<file path="config.mk">
export PLATFORM = sky130hd
export DESIGN_NAME = scan_ctrl_flat
export DESIGN_NICKNAME = d
export VERILOG_FILES = /design/src/rtl/scan_if.sv /design/src/rtl/scan_ctrl.sv /design/src/flat_wrapper.sv
export SDC_FILE = /design/constraint.sdc
export NUM_CORES = 1
export LEC_CHECK = 0
export ABC_CLOCK_PERIOD_IN_PS = 3600
export CAP_MARGIN = 10
export CORE_MARGIN = 5
export CORE_UTILIZATION = 45
export CTS_CLUSTER_DIAMETER = 80
export DETAILED_ROUTE_END_ITERATION = 10
export PLACE_DENSITY = 0.83
export SLEW_MARGIN = 20
export SYNTH_ARGS = -nofsm -noshare
export SYNTH_HDL_FRONTEND = slang
export SYNTH_SLANG_ARGS = --single-unit
</file>
<file path="constraint.sdc">
create_clock -name clk -period 3.6 [get_ports clk]
set_input_delay 0.72 -clock clk [delete_from_list [all_inputs] [get_ports clk]]
set_output_delay 0.72 -clock clk [all_outputs]
set_load 0.03 [all_outputs]
</file>
<file path="src/rtl/scan_if.sv">
// Display bus between the digit source and the scan controller.
//   dig_data   : 4-bit code per digit, digit i = dig_data[4i+3:4i]
//   dp_in      : decimal point per digit, 1 = lit
//   flash_mask : 1 = digit blinks with the blink phase
//   blank_mask : 1 = digit always dark
//   an         : anode enables, one-hot or zero, active high
//   seg        : segments a..g on seg[0..6], active high
//   dp         : decimal point, active high
//   cur_dig    : index of the digit currently selected
interface scan_if #(
  parameter int unsigned N_DIG = 8
);
  logic [4*N_DIG-1:0] dig_data;
  logic [N_DIG-1:0]   dp_in;
  logic [N_DIG-1:0]   flash_mask;
  logic [N_DIG-1:0]   blank_mask;
  logic [N_DIG-1:0]   an;
  logic [6:0]         seg;
  logic               dp;
  logic [2:0]         cur_dig;

  modport master (
    output dig_data, dp_in, flash_mask, blank_mask,
    input  an, seg, dp, cur_dig
  );

  modport slave (
    input  dig_data, dp_in, flash_mask, blank_mask,
    output an, seg, dp, cur_dig
  );
endinterface

</file>
<file path="src/rtl/scan_ctrl.sv">
// Multiplexed 7-segment scan controller with anti-ghost blanking,
// per-digit flash and blank masks.
//   clk, rst  : system clock, synchronous active-high reset
//   en        : 1 = scan, 0 = display dark and index frozen
//   clk_scan  : scan-rate square wave, each rising edge advances one digit
//   clk_2Hz   : blink phase square wave
//   bus       : digit data in, anode/segment/dp/index out (all registered)
module scan_ctrl #(
  parameter int unsigned N_DIG     = 8,
  parameter int unsigned BLANK_CYC = 16
) (
  input  logic clk,
  input  logic rst,
  input  logic en,
  input  logic clk_scan,
  input  logic clk_2Hz,
  scan_if.slave bus
);

  localparam int unsigned IDX_W  = 3;
  localparam int unsigned CNT_W  = 8;
  localparam int unsigned CODE_W = 4;
  localparam int unsigned SEG_W  = 7;

  logic               scan_s1_q, scan_s1_d;
  logic               scan_s2_q, scan_s2_d;
  logic               scan_s3_q, scan_s3_d;
  logic               blink_s1_q, blink_s1_d;
  logic               blink_s2_q, blink_s2_d;
  logic [IDX_W-1:0]   cur_dig_q, cur_dig_d;
  logic [CNT_W-1:0]   blank_cnt_q, blank_cnt_d;
  logic               run_q, run_d;
  logic [CODE_W-1:0]  snap_code_q, snap_code_d;
  logic               snap_dp_q, snap_dp_d;
  logic               snap_flash_q, snap_flash_d;
  logic               snap_blank_q, snap_blank_d;
  logic [N_DIG-1:0]   an_q, an_d;
  logic [SEG_W-1:0]   seg_q, seg_d;
  logic               dp_q, dp_d;

  logic               tick;
  logic               phase;
  logic               lit;
  logic               dark;
  logic [IDX_W-1:0]   next_dig;

  function automatic logic [SEG_W-1:0] seg_decode(input logic [CODE_W-1:0] code);
    logic [SEG_W-1:0] s;
    s = '0;
    case (code)
      4'd0:    s = 7'h3F;
      4'd1:    s = 7'h06;
      4'd2:    s = 7'h5B;
      4'd3:    s = 7'h4F;
      4'd4:    s = 7'h66;
      4'd5:    s = 7'h6D;
      4'd6:    s = 7'h7D;
      4'd7:    s = 7'h07;
      4'd8:    s = 7'h7F;
      4'd9:    s = 7'h6F;
      4'd10:   s = 7'h40;
      default: s = 7'h00;
    endcase
    return s;
  endfunction

  // Next-state and registered-output computation
  always_comb begin
    scan_s1_d    = clk_scan;
    scan_s2_d    = scan_s1_q;
    scan_s3_d    = scan_s2_q;
    blink_s1_d   = clk_2Hz;
    blink_s2_d   = blink_s1_q;
    cur_dig_d    = cur_dig_q;
    blank_cnt_d  = blank_cnt_q;
    run_d        = run_q;
    snap_code_d  = snap_code_q;
    snap_dp_d    = snap_dp_q;
    snap_flash_d = snap_flash_q;
    snap_blank_d = snap_blank_q;

    tick     = scan_s2_q & ~scan_s3_q;
    phase    = blink_s2_q;
    next_dig = (cur_dig_q == IDX_W'(N_DIG - 1)) ? '0 : cur_dig_q + IDX_W'(1);

    if (en && tick) begin
      // Advance and snapshot the new digit so mid-digit data changes cannot tear
      cur_dig_d    = next_dig;
      snap_code_d  = bus.dig_data[{next_dig, 2'b00} +: CODE_W];
      snap_dp_d    = bus.dp_in[next_dig];
      snap_flash_d = bus.flash_mask[next_dig];
      snap_blank_d = bus.blank_mask[next_dig];
      blank_cnt_d  = CNT_W'(BLANK_CYC);
      run_d        = 1'b1;
    end else if (blank_cnt_q != '0) begin
      blank_cnt_d = blank_cnt_q - CNT_W'(1);
    end

    // Leaving enable drops the display until the next accepted tick
    if (!en) begin
      run_d = 1'b0;
    end

    lit  = run_d && (blank_cnt_d == '0);
    dark = snap_blank_d | (snap_flash_d & ~phase);

    an_d  = lit ? (N_DIG'(1) << cur_dig_d) : '0;
    seg_d = (lit && !dark) ? seg_decode(snap_code_d) : '0;
    dp_d  = lit & ~dark & snap_dp_d;
  end

  // State and output registers
  always_ff @(posedge clk) begin
    if (rst) begin
      scan_s1_q    <= 1'b0;
      scan_s2_q    <= 1'b0;
      scan_s3_q    <= 1'b0;
      blink_s1_q   <= 1'b0;
      blink_s2_q   <= 1'b0;
      cur_dig_q    <= '0;
      blank_cnt_q  <= '0;
      run_q        <= 1'b0;
      snap_code_q  <= '0;
      snap_dp_q    <= 1'b0;
      snap_flash_q <= 1'b0;
      snap_blank_q <= 1'b0;
      an_q         <= '0;
      seg_q        <= '0;
      dp_q         <= 1'b0;
    end else begin
      scan_s1_q    <= scan_s1_d;
      scan_s2_q    <= scan_s2_d;
      scan_s3_q    <= scan_s3_d;
      blink_s1_q   <= blink_s1_d;
      blink_s2_q   <= blink_s2_d;
      cur_dig_q    <= cur_dig_d;
      blank_cnt_q  <= blank_cnt_d;
      run_q        <= run_d;
      snap_code_q  <= snap_code_d;
      snap_dp_q    <= snap_dp_d;
      snap_flash_q <= snap_flash_d;
      snap_blank_q <= snap_blank_d;
      an_q         <= an_d;
      seg_q        <= seg_d;
      dp_q         <= dp_d;
    end
  end

  assign bus.an      = an_q;
  assign bus.seg     = seg_q;
  assign bus.dp      = dp_q;
  assign bus.cur_dig = cur_dig_q;

endmodule

</file>
<file path="src/flat_wrapper.sv">
// flat-port wrapper written by rule: the top's interface ports become plain ports
module scan_ctrl_flat 
#(
  parameter int unsigned N_DIG     = 8,
  parameter int unsigned BLANK_CYC = 16
)
  (clk, rst, en, clk_scan, clk_2Hz, bus_dig_data, bus_dp_in, bus_flash_mask, bus_blank_mask, bus_an, bus_seg, bus_dp, bus_cur_dig);
  scan_if #(.N_DIG(N_DIG)) bus_i ();
  input  logic clk;
  input  logic rst;
  input  logic en;
  input  logic clk_scan;
  input  logic clk_2Hz;
  input wire logic [$bits(bus_i.dig_data)-1:0] bus_dig_data;
  input wire logic [$bits(bus_i.dp_in)-1:0] bus_dp_in;
  input wire logic [$bits(bus_i.flash_mask)-1:0] bus_flash_mask;
  input wire logic [$bits(bus_i.blank_mask)-1:0] bus_blank_mask;
  output wire logic [$bits(bus_i.an)-1:0] bus_an;
  output wire logic [$bits(bus_i.seg)-1:0] bus_seg;
  output wire logic [$bits(bus_i.dp)-1:0] bus_dp;
  output wire logic [$bits(bus_i.cur_dig)-1:0] bus_cur_dig;
  assign bus_i.dig_data = bus_dig_data;
  assign bus_i.dp_in = bus_dp_in;
  assign bus_i.flash_mask = bus_flash_mask;
  assign bus_i.blank_mask = bus_blank_mask;
  assign bus_an = bus_i.an;
  assign bus_seg = bus_i.seg;
  assign bus_dp = bus_i.dp;
  assign bus_cur_dig = bus_i.cur_dig;
  scan_ctrl #(.N_DIG(N_DIG), .BLANK_CYC(BLANK_CYC)) u_core (.clk(clk), .rst(rst), .en(en), .clk_scan(clk_scan), .clk_2Hz(clk_2Hz), .bus(bus_i));
endmodule
</file>
==> impl_results.md <==
- Crit path max fanout: 12
- Portion of total power attributed to sequential cells: 0.412
- Total of flip-flops plus latches after synthesis: 40
- Most used standard cell by instance count after synthesis: dfxtp_1
- Clk_lat worst skew: 290 ps
- Reported leakage power: 0.00125 uW
- Number of nets in the finished design: ~380
- Setup violators final: 0
- Global-route total usage across every layer: 0.183
- Largest cells by area after synthesis: dfxtp_1 (36%), mux4_2 (10%), ha_1 (5.1%)
- Number of instances resized during post-cts repair: 0
- Relative max-transition margin: 0.591
- Share of cells above drive strength 1: 0.110
- Top Ports: 80
- Worst hold path class: reg2reg
- Area growth, synth to finish: 43.7%
- Remaining Overflow, GRT: 0
- Number of setup buffers added after CTS: 0
- Number of clock sinks: 40
- Max Root-Sink Buffers: 2
- Post-DP HPWL: 4.61 mm
- Wire per inst: approximately 15 um
- PD cells: 402 nW/um^2
- Switching portion of total power: 0.304
- Data required, critical path: 3820 ps
- Post-synth top area share: 0.362
- Total negative setup slack: 0 ps
- Top cells by count, synth: dfxtp_1 (40), nor2_1 (27), nand2_1 (13)
- RSZ-0062 raised after global routing: no
- Number of flops mapped to enable cells by yosys: 0
- Port buffer count: 79
- Post-synth design cell area: 2210 sq um
- Die area: 6420 sq um
- Share of total power in the clock network: 0.294
- Total CTS buffers: 5
- Result of the run: complete, no violations
- CP Class: reg2reg
- Cell type with the largest total area after synthesis: dfxtp_1
- Max-capacitance violation count: 0
- Total detailed-routing wirelength: roughly 5.6 mm
- DR DRC count: 0
- Initial antenna violation count: 0
- CP arrival: between 3000 and 4000 ps
- Initial cell density of the core: 0.466
- Width of the chip: 80.2 um
- Die Ht: 80.2 um
- Post-route total power: 1280 uW
- Vias after detailed routing: 2,006
- Std cell rows: 25
- DRC violation total after the first TritonRoute iteration: between 100 and 150
- Count of antenna diodes in the layout: 0
- Synth unique cells: between 50 and 60
- Core Area: 4750 sq um
- Post-route ant nets: 0
- Synth warnings: 0
- Worst setup skew after layout: about 12 ps
- Final max-slew violation count: 0
- Crit end category: register
- Vias in the first global route: 2,004
- Final period util: 0.871
- Worst Max-Slew Pin Slew: 614 ps
- Post-Place Worst Slack: 508 ps
- Worst setup slack after layout: 465 ps
- Post-DR vias/cell: around 5.3
- Highest achievable clock rate: 319 MHz
- Switching power total: 388 uW
- Fraction of registers with async set/reset: 0
- Placer congestion estimate: roughly 0.85
- Clock tree from TritonCTS: built
- Clock Pin Slew Worst Setup and Hold Paths: 80 ps
- Register area share after synthesis: 0.362
- Largest net degree at the start of global routing: 18
- Hold violation total from the final report: 0
- Internal Power: roughly 890 uW
- Crit start category: register
- H-Tree Level Count: 2
- CTS Hold Buffers Added: 0
- Worst Hold Margin: around 460 ps
- Mapped Nets: 297
- Synth Flop Type: dfxtp_1
- Number of optimization iterations in the first detailed-route pass: 4
- Tmin final: ~3100 ps
- Synthesized netlist cell count: 227
- Proportion of power drawn by combinational gates: 0.294
- Wire length of the first global-routing pass: between 9 and 10 mm
- Root Driver: clkbuf_8
- Worst voltage drop across the vdd grid: 0.193 mV
- Post-synthesis area per instance: 9.76 sq um
worst max-delay path: stages (launching register included):
cell	delay, ps
dfxtp_1	450
ha_1	270
ha_1	200
nor2_2	230
buf_4	210
mux4_2	490
o221ai_1	180
buf_4	180
inv_1	80
ha_1	200
nor3_1	250
o21ai_0	150
a21boi_1	160
flip-flops by register name, indices dropped and copies added, names as in the netlist:
| register | cells |
|---|---|
| u_core.bus.an | 8 |
| u_core.snap_dp_q | 1 |
| u_core.snap_blank_q | 1 |
| u_core.run_q | 1 |
| u_core.blank_cnt_q | 8 |
| u_core.bus.cur_dig | 3 |
| u_core.scan_s2_q | 1 |
| u_core.scan_s3_q | 1 |
| u_core.blink_s2_q | 1 |
| u_core.bus.dp | 1 |
| u_core.scan_s1_q | 1 |
| u_core.snap_flash_q | 1 |
| u_core.snap_code_q | 4 |
| u_core.blink_s1_q | 1 |
| u_core.bus.seg | 7 |
placed cells by master, fill, tap and decap left out, drive strengths merged, types with 3 or more instances in the layout:
| cell | synthesis | layout |
|---|---|---|
| a211oi | 3 | 3 |
| nor2b | 8 | 8 |
| buf | 2 | 4 |
| and2 | 3 | 3 |
| mux2i | 9 | 9 |
| a22oi | 3 | 3 |
| nor3 | 13 | 13 |
| inv | 8 | 9 |
| o211ai | 3 | 3 |
| a31oi | 5 | 5 |
| o21ai | 5 | 5 |
| clkdlybuf4s50 | 0 | 79 |
| clkbuf | 8 | 5 |
| a21oi | 7 | 7 |
| dfxtp | 40 | 40 |
| nor2 | 30 | 30 |
| ha | 9 | 9 |
| mux4 | 12 | 12 |
| nand2 | 14 | 14 |
| nand2b | 9 | 9 |
| a21boi | 3 | 3 |
power groups by stage:
stage / combinational [uW] / sequential, uW / clock (uW)
after global placement: 367 / 534 / 0
final: 377 / 527 / 376
after global routing: 414 / 533 / 401
after detailed placement: 373 / 537 / 0
after CTS: 376 / 526 / 381
after floorplan: 265 / 520 / 0
per-layer routing:
metal	global-route usage	vias up	routed length, um	share of wire
met1	0.225	912	2300	0.41
met3	0.0404	5	492	0.088
met4	0.0456	0	51	0.0091
met5	0	-	0	0
met2	0.323	98	2740	0.49
li1	-	991	-	-
cell families after synthesis:
kind of cell / share of synthesized area
simple gates: 0.224
buf+inv: 0.0373
xor+xnor: 0.00791
compound gates: 0.147
fa+ha+maj: 0.0508
mux: 0.171
flops: 0.362
final timing paths:
path                                    startpoint                      endpoint  slack [ps]  cells past startpoint
hold reg to reg       u_core.blink_s1_q$_SDFF_PP0_  u_core.blink_s2_q$_SDFF_PP0_         460                      1
hold / removal        u_core.blink_s1_q$_SDFF_PP0_  u_core.blink_s2_q$_SDFF_PP0_         460                      1
setup / recovery  u_core.bus.cur_dig[0]$_SDFF_PP0_  u_core.bus.seg[0]$_SDFF_PP0_         460                     12
setup reg to reg  u_core.bus.cur_dig[0]$_SDFF_PP0_  u_core.bus.seg[0]$_SDFF_PP0_         460                     12
layout make-up:
cell class | count | area, sq um
inverter | 8 | 30.0
fill | 403 | 1570
clock buffer | 5 | 68.8
tap | 67 | 83.8
clock inverter | 3 | 46.3
multi-input combinational | 169 | 1330
sequential | 40 | 801
timing repair buffer | 83 | 821
stage by stage:
step,util,instances,instance area (sq um)
floorplan,-,227,2210
global placement,0.645,367,3070
detailed placement,0.645,367,3070
CTS,0.669,375,3180
global route,0.669,375,3180
finish,0.669,375,3180
Note: power is estimated with default switching activity, not from simulation.
